### src/rtl/apu_pkg.sv
// Shared APU types: fetch-sequencer states and the default tone-code width.
package apu_pkg;

  localparam int TONE_W_DEF = 4;

  typedef enum logic [2:0] {
    IDLE    = 3'd0,
    RD_CUR  = 3'd1,
    CAP_CUR = 3'd2,
    RD_LA   = 3'd3,
    CAP_LA  = 3'd4
  } fetch_state_t;

endpackage

### src/rtl/tick_divider.sv
// Note-rate divider: counts enabled clocks 0..DIV-1 and flags the wrap cycle.
module tick_divider #(
  parameter int CLK_HZ  = 12_288_000,
  parameter int TICK_HZ = 1
) (
  input  logic clk,
  input  logic reset_n,
  input  logic enable,
  input  logic clear,
  output logic tick
);

  localparam int DIV   = CLK_HZ / TICK_HZ;
  localparam int CNT_W = $clog2(DIV);
  localparam logic [CNT_W-1:0] LAST = CNT_W'(DIV - 1);

  logic [CNT_W-1:0] cnt;

  // Combinational so the beat advance lands on the same edge as the wrap.
  assign tick = enable && (cnt == LAST);

  always_ff @(posedge clk or negedge reset_n) begin
    if (!reset_n) begin
      cnt <= '0;
    end else if (clear) begin
      cnt <= '0;
    end else if (enable) begin
      cnt <= tick ? '0 : cnt + 1'b1;
    end
  end

endmodule

### src/rtl/note_sequencer.sv
// N-channel note sequencer: loops a beat address over a pattern window, fetches the
// current and lookahead beat words over one read port, and overlays a timed one-shot.
module note_sequencer
  import apu_pkg::*;
#(
  parameter int NUM_CH   = 4,
  parameter int TONE_W   = TONE_W_DEF,
  parameter int ADDR_W   = 10,
  parameter int CLK_HZ   = 12_288_000,
  parameter int TICK_HZ  = 1,
  parameter int OS_TICKS = 4
) (
  input  logic                     clk,
  input  logic                     reset_n,
  input  logic                     enable,
  input  logic                     restart,
  input  logic [ADDR_W-1:0]        start_addr,
  input  logic [ADDR_W-1:0]        end_addr,
  input  logic [ADDR_W-1:0]        lookahead_offset,
  output logic [ADDR_W-1:0]        mem_addr,
  output logic                     mem_rd,
  input  logic [NUM_CH*TONE_W-1:0] mem_data,
  input  logic                     os_send,
  input  logic [NUM_CH*TONE_W-1:0] os_tones,
  output logic [NUM_CH*TONE_W-1:0] tones,
  output logic                     note_tick,
  output logic [NUM_CH*TONE_W-1:0] la_tones,
  output logic                     la_valid,
  input  logic                     la_ack,
  output logic [ADDR_W-1:0]        timestamp
);

  localparam int WORD_W = NUM_CH * TONE_W;
  localparam int OS_W   = $clog2(OS_TICKS + 1);

  fetch_state_t      state, state_nx;
  logic              started, restart_i, div_tick, adv, req_pend;
  logic [ADDR_W-1:0] beat_addr, mem_addr_q, la_addr;
  logic [WORD_W-1:0] cur, os_reg;
  logic [OS_W-1:0]   os_left;

  // The first cycle out of reset behaves exactly like an explicit restart.
  assign restart_i = restart || !started;
  assign adv       = div_tick && !restart_i;
  assign la_addr   = beat_addr + lookahead_offset;
  assign timestamp = beat_addr - start_addr;

  tick_divider #(.CLK_HZ(CLK_HZ), .TICK_HZ(TICK_HZ)) u_tick_divider (
    .clk    (clk),
    .reset_n(reset_n),
    .enable (enable),
    .clear  (restart_i),
    .tick   (div_tick)
  );

  always_ff @(posedge clk or negedge reset_n) begin
    if (!reset_n) begin
      started   <= 1'b0;
      beat_addr <= '0;
      note_tick <= 1'b0;
    end else begin
      started   <= 1'b1;
      note_tick <= adv;
      if (restart_i) begin
        beat_addr <= start_addr;
      end else if (adv) begin
        beat_addr <= (beat_addr == end_addr) ? start_addr : beat_addr + 1'b1;
      end
    end
  end

  always_ff @(posedge clk or negedge reset_n) begin
    if (!reset_n) begin
      state <= IDLE;
    end else begin
      state <= state_nx;
    end
  end

  always_comb begin
    state_nx = state;
    mem_rd   = 1'b0;
    mem_addr = mem_addr_q;
    case (state)
      IDLE:    if (adv || req_pend) state_nx = RD_CUR;
      RD_CUR:  begin
        mem_rd   = 1'b1;
        mem_addr = beat_addr;
        state_nx = CAP_CUR;
      end
      CAP_CUR: state_nx = RD_LA;
      RD_LA:   begin
        mem_rd   = 1'b1;
        mem_addr = la_addr;
        state_nx = CAP_LA;
      end
      CAP_LA:  state_nx = IDLE;
      default: state_nx = IDLE;
    endcase
    if (restart_i) state_nx = RD_CUR;
  end

  // la_valid/la_ack: la_valid rises when a non-zero lookahead word is captured and
  // stays up until la_ack is seen; a capture in the ack cycle wins, and a new capture
  // replaces an unacknowledged word without stalling the fetch.
  always_ff @(posedge clk or negedge reset_n) begin
    if (!reset_n) begin
      req_pend   <= 1'b0;
      mem_addr_q <= '0;
      cur        <= '0;
      la_tones   <= '0;
      la_valid   <= 1'b0;
    end else begin
      mem_addr_q <= mem_addr;
      if (restart_i) begin
        req_pend <= 1'b0;
      end else if (adv && state != IDLE) begin
        req_pend <= 1'b1;
      end else if (state == IDLE) begin
        req_pend <= 1'b0;
      end
      if (state == CAP_CUR && !restart_i) cur <= mem_data;
      if (restart_i) begin
        la_valid <= 1'b0;
      end else if (state == CAP_LA) begin
        la_tones <= mem_data;
        la_valid <= |mem_data;
      end else if (la_ack) begin
        la_valid <= 1'b0;
      end
    end
  end

  always_ff @(posedge clk or negedge reset_n) begin
    if (!reset_n) begin
      os_reg  <= '0;
      os_left <= '0;
    end else if (os_send) begin
      os_reg  <= os_tones;
      os_left <= OS_W'(OS_TICKS);
    end else if (adv && os_left != '0) begin
      os_left <= os_left - 1'b1;
      if (os_left == OS_W'(1)) os_reg <= '0;
    end
  end

  always_comb begin
    tones = cur;
    for (int c = 0; c < NUM_CH; c++) begin
      if (os_reg[c*TONE_W +: TONE_W] != '0) tones[c*TONE_W +: TONE_W] = os_reg[c*TONE_W +: TONE_W];
    end
  end

endmodule

### config.mk
export PLATFORM = sky130hd
export DESIGN_NAME = note_sequencer
export DESIGN_NICKNAME = d
export VERILOG_FILES = /design/src/rtl/apu_pkg.sv /design/src/rtl/tick_divider.sv /design/src/rtl/note_sequencer.sv
export SDC_FILE = /design/constraint.sdc
export NUM_CORES = 1
export LEC_CHECK = 0
export ABC_AREA = 0
export BUFFER_PORTS_ARGS = -buffer_cell sky130_fd_sc_hd__buf_2
export CORE_MARGIN = 5
export CORE_UTILIZATION = 55
export DETAILED_ROUTE_END_ITERATION = 12
export HOLD_SLACK_MARGIN = 0.05
export PLACE_DENSITY = 0.91
export SETUP_SLACK_MARGIN = 0.2
export SKIP_LAST_GASP = 1
export SLEW_MARGIN = 20
export SYNTH_ARGS = -nofsm -noshare
export SYNTH_HDL_FRONTEND = slang
export SYNTH_SLANG_ARGS = --single-unit
### constraint.sdc
create_clock -name clk -period 4.3 [get_ports clk]
set_input_delay 0.645 -clock clk [delete_from_list [all_inputs] [get_ports clk]]
set_output_delay 0.645 -clock clk [all_outputs]
set_load 0.05 [all_outputs]
==> results.toml, run 1 <==
[power_and_ir_drop]
power_density_nw_per_um2 = 377
max-vdd-ir-drop_v = 0.000249
total_leakage_power_uw = 0.00321

[timing]
slew_violations = 0
timing.fmax_ghz = 0.254
clock-skew-final_ns = 0.0108
setup_total_negative_slack_ns = 0
hold_violations = 0
period_minus_slack_ns = 3.94
finalSetupViolCount = 0
final.period_utilization = 0.916
finalWorstSetupSlack_ns = 0.361
maxSlewHeadroom = 0.499
rsz_0062_raised_after_global_routing = "false"
transition_time_at_the_pin_with_the_least_slew_margin_ns = 0.750

[route]
viasPerCell = 5.78
drt-initial-drc-count = 420
first_pass_iters = 5
drc = 0
detailroute.via_count = 4852
drtAntennaViolNets = 0
drt_wl_total_mm = 13.8
route.detailed.wl_per_inst_um = 16.5

[cts]
tritoncts = "built"
cts.sink_count = 102
cts_setup_buffers = 0
clock_tree.htree_level_count = 3
clkTransAtPathRegs_ns = 0.10
cts-root-to-sink-buffers = 2
clock_insertion_delay_worst_skew_ns = 0.36
tritoncts.num_buffers = 9
root_buffer = "sky130_fd_sc_hd__clkbuf_8"
cts.repair.resized = 0
cts_hold_buffers = 0

[worst_setup_path]
path_delay_family = "compound AO/OA/AOI/OAI gates"
worst-path-max-fanout = 9
worst_setup_path_end_kind = "output pin"
r2r_end = "mem_addr_q[9]"
worstSetupPathType = "flip-flop to output pin"
timing.critical_path.cells = "ha_1, a21oi_1, o211ai_1, a2111oi_1, nor3_1, or4_1, a31oi_1, buf_2"
cp_slowest_stage_delay_ns = 0.59
required_ns = 3.65
regToRegStartpoint = "beat_addr[1]"
reg2reg_slack_ns = 1.58
critical_path.startpoint_type = "flip-flop"
timing.reg2reg.worst_path_depth = 7
crit_buf_inv = 1
arrival_ns = 3.29
crit_slowest_cell = "sky130_fd_sc_hd__dfrtp_1"

[floorplanning]
floorplan.initialDensity = 0.557
die_area_um2 = 12500
io-pin-count = 123
core-area_um2 = 10200
row_count = 37
chipWidth_um = 112
die_h_um = 112

[placed_design]
place.gp.congestion = 0.915
place_worst_setup_slack_ns = 0.510
detailedPlacementHpwl_mm = 10.4
numPortBuffers = 122

[synthesis]
postSynthAreaPerCell_um2 = 9.84
ys_async_sr_fraction = 1.00
synth.ff_latch_count = 102
yosys_most_used_dff = "sky130_fd_sc_hd__dfrtp_1"
post_synth_instance_area_um2 = 5700
synth_enable_flop_cells = 0
yosysTopAreaCell = "sky130_fd_sc_hd__dfrtp_1"
synth_cell_types = 50
yosysTopAreaCellShare = 0.448
syn-num-nets = 672
yosys_warnings = 0
synth.top_cells.by_area = "sky130_fd_sc_hd__dfrtp_1 45%, sky130_fd_sc_hd__mux2_2 6.3%, sky130_fd_sc_hd__ha_1 5.1%, sky130_fd_sc_hd__xor2_1 4.3%, sky130_fd_sc_hd__nor2_1 3.4%"
synth-seq-area-share = 0.448
synthesis.instances = 579

[final_layout]
final_layout_size_suffix_gt1_frac = 0.283
diodes = 0
area.growth.synth_to_final_pct = 17.0
regMostFlops = "u_tick_divider.cnt"
register_area_um2 = 2550
largest_register_ffs = 24
area_occupied_by_multi_input_gates_um2 = 2960
layout.nets = 792
final.fill_count = 791

[job]
maxCapViolCount = 0

[global_routing]
grt_antenna_before_repair = 0
overflow = 0
number_of_global_route_vias_before_repair = 4819
globalRouteTotalUtil = 0.222
first_pass_grt_wire_length_mm = 23.2
grt_start_max_net_pins = 80

[run_status]
run_status = "finished, final reports clean"

[hold_path]
hold_class = "input pin to async pin"
==> worst register-to-register path: stages (launching register included) <==
cell and delay [ns]:
sky130_fd_sc_hd__dfrtp_1 0.59, sky130_fd_sc_hd__ha_1 0.31, sky130_fd_sc_hd__a21oi_1 0.24, sky130_fd_sc_hd__o211ai_1 0.19, sky130_fd_sc_hd__a2111oi_1 0.52, sky130_fd_sc_hd__nor3_1 0.12
sky130_fd_sc_hd__or4_1 0.48, sky130_fd_sc_hd__a31oi_1 0.20
==> layout make-up <==
cell class,instances,share of cell area
clock buffer,11,0.0197
clock inverter,5,0.00901
inverter,32,0.0180
multi-input combinational,425,0.444
sequential,102,0.383
tap,136,0.0255
timing repair buffer,129,0.100
==> metal layers <==
metal,vias to the layer above,track usage,part of all wire
li1,2295,-,-
met1,2337,0.291,0.44
met2,186,0.368,0.48
met3,34,0.0473,0.058
met4,0,0.0746,0.024
met5,-,0,0
==> cell usage in the layout (no fill, tap or decap), types with 3 or more instances in the layout <==
cell type                  netlist  routed
sky130_fd_sc_hd__buf_2           2     121
sky130_fd_sc_hd__dfrtp_1       102     102
sky130_fd_sc_hd__nor2_1         51      51
sky130_fd_sc_hd__nand2_1        44      44
sky130_fd_sc_hd__a21oi_1        33      33
sky130_fd_sc_hd__inv_1          32      32
sky130_fd_sc_hd__mux2_2         32      32
sky130_fd_sc_hd__o21ai_0        31      31
sky130_fd_sc_hd__xor2_1         28      28
sky130_fd_sc_hd__ha_1           23      23
sky130_fd_sc_hd__nand3_1        20      20
sky130_fd_sc_hd__nor3_1         16      16
sky130_fd_sc_hd__a22o_1         16      16
sky130_fd_sc_hd__xnor2_1        13      13
sky130_fd_sc_hd__a31o_2         12      12
sky130_fd_sc_hd__nand3b_1       10      10
sky130_fd_sc_hd__a31oi_1        10       9
sky130_fd_sc_hd__clkbuf_8        0       9
sky130_fd_sc_hd__nor2b_1         8       8
sky130_fd_sc_hd__nand4_1         8       8
sky130_fd_sc_hd__and3_1          8       8
sky130_fd_sc_hd__nor4_1          8       8
sky130_fd_sc_hd__mux2i_1         7       7
sky130_fd_sc_hd__buf_4           0       7
sky130_fd_sc_hd__nand2b_1        6       6
sky130_fd_sc_hd__a21o_1          4       4
sky130_fd_sc_hd__or4_1           4       4
sky130_fd_sc_hd__or3_1           3       3
sky130_fd_sc_hd__o211ai_1        3       3
sky130_fd_sc_hd__o31ai_1         3       3
==> power by group <==
group	leakage (uW)	internal, uW	switching, uW
logic	0.00179	261	550
clock network	0.0000935	271	323
registers	0.00132	1040	67.9
==> cell families after synthesis <==
family                   after synthesis  share of synthesized area
AND/OR/NAND/NOR                      198                      0.180
other                                  1                   0.000658
XOR/XNOR                              41                     0.0631
flip-flops                           102                      0.448
adder cells (fa/ha/maj)               25                     0.0576
AO/OA/AOI/OAI                        121                      0.139
multiplexers                          39                     0.0756
buffers and inverters                 52                     0.0360
==> through the flow <==
step / power, uW / cell area (um^2) / std cells / utilization / hold WS, ns
after floorplan: 1710 / 5700 / 579 / - / 0.349
after global placement: 1900 / 6460 / 824 / 0.632 / 0.472
after CTS: 2520 / 6650 / 840 / 0.650 / 0.469
final: 2510 / 6670 / 840 / 0.652 / 0.303
after detailed placement: 1930 / 6460 / 824 / 0.632 / 0.474
after global routing: 2640 / 6670 / 840 / 0.652 / 0.363
==> how the worst max path moves through the flow <==
| stage | cells past startpoint | to | slack, ns | start |
|---|---|---|---|---|
| floorplan | 7 | mem_addr[9] | 0.48 | lookahead_offset[3] |
| global placement | 9 | mem_addr[9] | 0.62 | lookahead_offset[1] |
| detailed placement | 9 | mem_addr[9] | 0.51 | lookahead_offset[1] |
| CTS | 8 | mem_addr[9] | 0.30 | beat_addr[1] |
| global route | 8 | mem_addr[9] | 0.21 | beat_addr[1] |
| finish | 8 | mem_addr[9] | 0.36 | beat_addr[1] |
==> cells in the mapped netlist, drive strengths merged, types with 3 or more instances <==
library cell and instances:
clkbuf 14, nand3 20, xnor2 13, mux2i 7
a31o 12, mux2 32, nand3b 10, xor2 28
nor3 17, nor2b 8, nand2 44, a21oi 33
a31oi 10, nor4 9, o21ai 31, o31ai 4
a22o 16, or3 5, dfrtp 102, nand2b 6
ha 23, buf 6, or4 4, and3 8
inv 32, nor2 51, a21o 4, o211ai 3
nand4 9
Note: power is estimated with default switching activity, not from simulation.
==> run 2, diff against run 1 <==
clock period = 4.1 ns   (was 4.3 ns; I/O delays follow)
==> run 2 against run 1 <==
Utilization increased by 0.40 points. Final cell count up 0.24%. Die area did not move. Clock power rose by 11%. Sequential cell count unchanged. Combinational power increased by 6.9%. Clock skew is 0.0048 ns lower.
==> results.toml, run 2 (synthesized netlist as in run 1, its figures left out) <==
[cts]
clock_insertion_delay_worst_skew_ns = 0.37
tritoncts.num_buffers = 9
cts.sink_count = 102
clkTransAtPathRegs_ns = 0.09
tritoncts = "built"
root_buffer = "sky130_fd_sc_hd__clkbuf_8"
cts_hold_buffers = 0
cts-root-to-sink-buffers = 2
clock_tree.htree_level_count = 3

[global_routing]
first_pass_grt_wire_length_mm = 23.8
groute.layer.met2.usage = 0.390
grt_start_max_net_pins = 47
use_met1 = 0.297
number_of_global_route_vias_before_repair = 4826
grt_antenna_before_repair = 0
globalRouteTotalUtil = 0.232
grt-busiest-layer = "met2"
use_met3 = 0.0402
overflow = 0

[job]
maxCapViolCount = 0

[final_layout]
area.growth.synth_to_final_pct = 17.8
final.fill_count = 771
final_layout_size_suffix_gt1_frac = 0.290
most_used_cells_in_the_layout_excluding_fill_and_tap_cells = "121 x sky130_fd_sc_hd__buf_2, 101 x sky130_fd_sc_hd__dfrtp_1, 51 x sky130_fd_sc_hd__nor2_1"
regMostFlops = "u_tick_divider.cnt"
layout.nets = 795
largest_register_ffs = 24
diodes = 0
final_common_cell = "sky130_fd_sc_hd__buf_2"
design_area_um2 = 6710
postLayoutCoreUtil = 0.656

[timing]
slew_violations = 0
hold_violations = 0
finalSetupViolCount = 0
setup_total_negative_slack_ns = 0
transition_time_at_the_pin_with_the_least_slew_margin_ns = 0.770
timing.fmax_ghz = 0.274
final.period_utilization = 0.890
maxSlewHeadroom = 0.486
rsz_0062_raised_after_global_routing = "false"
clock-skew-final_ns = 0.00604
period_minus_slack_ns = 3.65

[floorplanning]
core-area_um2 = 10200
floorplan.initialDensity = 0.557
io-pin-count = 123
die_h_um = 112
chipWidth_um = 112
die_area_um2 = 12500
row_count = 37

[power_and_ir_drop]
total_leakage_power_uw = 0.00323
totalPowerFinal_uw = 2690
max-vdd-ir-drop_v = 0.000333
power_density_nw_per_um2 = 400

[route]
detailroute.via_count = 4864
drt-initial-drc-count = 555
drc = 0
first_pass_iters = 5
drt_wl_total_mm = 14.4
viasPerCell = 5.78
drtAntennaViolNets = 0
route.detailed.wl_per_inst_um = 17.1

[worst_setup_path]
critical_path.startpoint_type = "flip-flop"
timing.critical_path.cells = "ha_1, a21oi_1, o211ai_1, a2111oi_2, nor3_1, or4_1, a31oi_1, buf_2"
path_delay_family = "compound AO/OA/AOI/OAI gates"
arrival_ns = 3.03
crit_slowest_cell = "sky130_fd_sc_hd__dfrtp_2"
worst_setup_path_end_kind = "output pin"
required_ns = 3.48
worst-path-max-fanout = 9
cp_slowest_stage_delay_ns = 0.51
crit_buf_inv = 1
worstSetupPathType = "flip-flop to output pin"

[run_status]
run_status = "finished, final reports clean"

[placed_design]
detailedPlacementHpwl_mm = 10.8
place.gp.congestion = 0.908
post_dp_cell_area_um2 = 6480
numPortBuffers = 122

[hold_path]
hold_class = "input pin to async pin"
## run 2: cell types whose count changed in the layout (fill, tap and decap cells not counted)
| cell | previous run | this run |
|---|---|---|
| sky130_fd_sc_hd__clkbuf_1 | 2 | 0 |
| sky130_fd_sc_hd__a2111oi_1 | 1 | 0 |
| sky130_fd_sc_hd__buf_4 | 7 | 11 |
| sky130_fd_sc_hd__clkbuf_8 | 9 | 12 |
| sky130_fd_sc_hd__clkinv_4 | 2 | 0 |
| sky130_fd_sc_hd__dfrtp_2 | 0 | 1 |
| sky130_fd_sc_hd__buf_6 | 1 | 0 |
| sky130_fd_sc_hd__a2111oi_2 | 0 | 1 |
| sky130_fd_sc_hd__dfrtp_1 | 102 | 101 |
## run 2: cell type report
class,count,area (um^2),share of cell area
multi-input combinational,425,2970,0.442
sequential,102,2550,0.381
timing repair buffer,132,688,0.103
tap,136,170,0.0254
clock buffer,12,165,0.0246
inverter,32,120,0.0179
clock inverter,3,42.5,0.00634
## run 2: worst paths after layout
path                                             from                     end  slack [ns]  cells after the start
worst max-delay path                     beat_addr[1]             mem_addr[9]        0.45                      8
worst min-delay path                          reset_n            beat_addr[7]        0.08                      1
worst max register to register  u_tick_divider.cnt[4]  u_tick_divider.cnt[18]        1.48                      6
worst min register to register            la_tones[4]             la_tones[4]        0.51                      1
max in group asynchronous                     reset_n            beat_addr[1]        3.20                      2
min in group clk                         os_tones[10]              os_reg[10]        0.48                      2
## run 2: what timing repair did
item / CTS / global route
resized for setup: 1 / 2
cloned: 0 / 0
pin swaps: 0 / 0
setup endpoints to repair: 1 / 1
setup buffers: 0 / 0
## run 2: power breakdown
group	internal, uW	leakage [uW]	switching (uW)
Sequential	1090	0.00132	67.5
Clock	328	0.000104	333
Combinational	279	0.00181	588
## run 2: metal layers
metal  share of wire  vias to the layer above
li1                -                     2298
met1            0.42                     2349
met2            0.49                      191
met3           0.064                       26
met4           0.023                        0
met5               0                        -
## run 2: worst register-to-register path: stages (launching register included)
cell                      delay [ns]
sky130_fd_sc_hd__dfrtp_1        0.46
sky130_fd_sc_hd__nand4_2        0.21
sky130_fd_sc_hd__or3_4          0.53
sky130_fd_sc_hd__o31ai_4        0.73
sky130_fd_sc_hd__nor2_1         0.26
sky130_fd_sc_hd__a31oi_1        0.25
sky130_fd_sc_hd__a31oi_1        0.06
## run 2: per-stage QoR
step | hold slack, ns | instances | setup WS (ns)
2_1_floorplan | 0.319 | 579 | 0.339
3_3_place_gp | 0.466 | 827 | 0.491
3_5_place_dp | 0.470 | 827 | 0.463
4_1_cts | 0.0682 | 842 | 0.282
5_1_grt | 0.0788 | 842 | 0.262
6_report | 0.0753 | 842 | 0.453
==> run 3, diff against run 2 <==
GPL_TIMING_DRIVEN = 0   (was not set)
==> run 3 against run 2 <==
Utilization rose by 0.086 points. Die area unchanged. Sequential share of layout area about the same.
==> results.toml, run 3 (synthesized netlist as in run 1, its figures left out) <==
[run_status]
run_status = "finished, final reports clean"

[final_layout]
area.growth.synth_to_final_pct = 17.9
largest_register_ffs = 24
layout.nets = 806
fin_cells = 853
most_used_cells_in_the_layout_excluding_fill_and_tap_cells = "122 x sky130_fd_sc_hd__buf_2, 101 x sky130_fd_sc_hd__dfrtp_1, 51 x sky130_fd_sc_hd__nor2_1"
final_layout_size_suffix_gt1_frac = 0.278
final_common_cell = "sky130_fd_sc_hd__buf_2"
diodes = 0
regMostFlops = "u_tick_divider.cnt"
final.fill_count = 770

[floorplanning]
chipWidth_um = 112
core-area_um2 = 10200
row_count = 37
io-pin-count = 123
floorplan.initialDensity = 0.557
die_h_um = 112
die_area_um2 = 12500

[route]
drt_wl_total_mm = 13.7
drtAntennaViolNets = 0
first_pass_iters = 5
detailroute.via_count = 4892
viasPerCell = 5.74
route.detailed.wl_per_inst_um = 16.1
drt-initial-drc-count = 391
drc = 0

[worst_setup_path]
worstSetupPathType = "flip-flop to output pin"
worst-path-max-fanout = 9
arrival_ns = 3.12
crit_slowest_cell = "sky130_fd_sc_hd__dfrtp_1"
path_delay_family = "compound AO/OA/AOI/OAI gates"
cp_slowest_stage_delay_ns = 0.50
timing.critical_path.cells = "ha_1, a21oi_1, o211ai_1, a2111oi_4, nor3_1, or4_1, a31oi_1, clkbuf_4"
crit_buf_inv = 1
critical_path.startpoint_type = "flip-flop"
required_ns = 3.48
worst_setup_path_end_kind = "output pin"

[timing]
transition_time_at_the_pin_with_the_least_slew_margin_ns = 0.729
final.period_utilization = 0.911
finalSetupViolCount = 0
maxSlewHeadroom = 0.511
period_minus_slack_ns = 3.73
finalWorstSetupSlack_ns = 0.367
clock-skew-final_ns = 0.0147
hold_violations = 0
slew_violations = 0
timing.fmax_ghz = 0.268
setup_total_negative_slack_ns = 0
rsz_0062_raised_after_global_routing = "false"

[global_routing]
first_pass_grt_wire_length_mm = 22.7
grt_start_max_net_pins = 62
globalRouteTotalUtil = 0.218
grt_antenna_before_repair = 0
number_of_global_route_vias_before_repair = 4667
overflow = 0

[placed_design]
place_worst_setup_slack_ns = 0.375
detailedPlacementHpwl_mm = 10.6
numPortBuffers = 122
place.gp.congestion = 0.926
post-place-cells = 838

[cts]
cts.sink_count = 102
tritoncts.num_buffers = 9
clock_tree.htree_level_count = 3
clock_insertion_delay_worst_skew_ns = 0.37
tritoncts = "built"
cts-root-to-sink-buffers = 2
cts_setup_buffers = 0
cts_hold_buffers = 0
root_buffer = "sky130_fd_sc_hd__clkbuf_8"
clkTransAtPathRegs_ns = 0.09

[power_and_ir_drop]
total_leakage_power_uw = 0.00322
seq_power_share = 0.448
comb_power_share = 0.325
p_int_uw = 1610
pwr-share-clk = 0.226
swShare = 0.383
totalPowerFinal_uw = 2600
power_density_nw_per_um2 = 387
max-vdd-ir-drop_v = 0.000284
net-switching-power_uw = 995

[job]
maxCapViolCount = 0

[hold_path]
hold_class = "input pin to async pin"
run 3: cell count changes in the layout (fill, tap and decap cells not counted), moves of 2 or more:
cell | before | now
sky130_fd_sc_hd__buf_1 | 0 | 3
sky130_fd_sc_hd__buf_4 | 11 | 0
sky130_fd_sc_hd__buf_6 | 0 | 2
sky130_fd_sc_hd__clkbuf_1 | 0 | 14
sky130_fd_sc_hd__clkbuf_8 | 12 | 10
sky130_fd_sc_hd__clkinv_4 | 0 | 2
run 3: cell type report:
class | instances | area, um^2 | share of cell area
multi-input cells | 425 | 2960 | 0.441
flip-flops and latches | 102 | 2550 | 0.380
repair buffers | 123 | 647 | 0.0963
well taps | 136 | 170 | 0.0253
clock buffers | 10 | 138 | 0.0205
inverters | 32 | 120 | 0.0179
plain buffers | 20 | 85.1 | 0.0127
clock inverters | 5 | 42.5 | 0.00633
run 3: through the flow:
| step | hold WS, ns | util | cell area [um^2] |
|---|---|---|---|
| 2_1_floorplan | 0.319 | - | 5700 |
| 3_3_place_gp | 0.483 | 0.633 | 6480 |
| 3_5_place_dp | 0.485 | 0.636 | 6510 |
| 4_1_cts | 0.138 | 0.654 | 6690 |
| 5_1_grt | 0.155 | 0.656 | 6720 |
| 6_report | 0.147 | 0.656 | 6720 |
run 3: repair_timing:
action,4_1_cts,5_1_grt
resized for setup,1,5
cloned,0,0
setup endpoints to repair,1,1
run 3: per-layer routing:
layer	up-vias	track usage	routed length (um)
li1	2330	-	-
met3	31	0.0457	872
met2	204	0.360	6740
met1	2327	0.283	5770
met5	-	0	0
met4	0	0.0819	326
run 3: power groups by stage:
stage                     Combinational [uW]  Clock, uW  Sequential, uW
after floorplan                          615          0            1180
after detailed placement                 832          0            1180
after global routing                     910        649            1180
after global placement                   808          0            1180
final                                    846        588            1170
after CTS                                837        601            1160
run 3: worst register-to-register path, cell delays in order (launching register included):
cell,delay (ns)
sky130_fd_sc_hd__dfrtp_1,0.50
sky130_fd_sc_hd__ha_1,0.38
sky130_fd_sc_hd__a21oi_1,0.20
sky130_fd_sc_hd__o211ai_1,0.20
sky130_fd_sc_hd__a2111oi_4,0.39
sky130_fd_sc_hd__nor3_1,0.13
sky130_fd_sc_hd__or4_1,0.47
sky130_fd_sc_hd__a31oi_1,0.21
run 3: path summary, 6_finish.rpt:
check | startpoint | end | slack (ns) | cells after the start
worst max-delay path | beat_addr[3] | mem_addr[9] | 0.37 | 8
worst min-delay path | reset_n | la_tones[3] | 0.15 | 1
worst max register to register | beat_addr[3] | mem_addr_q[9] | 1.53 | 7
worst min register to register | mem_addr_q[8] | mem_addr_q[8] | 0.50 | 2
max in group asynchronous | reset_n | beat_addr[1] | 3.31 | 2
min in group clk | os_tones[12] | os_reg[12] | 0.47 | 2
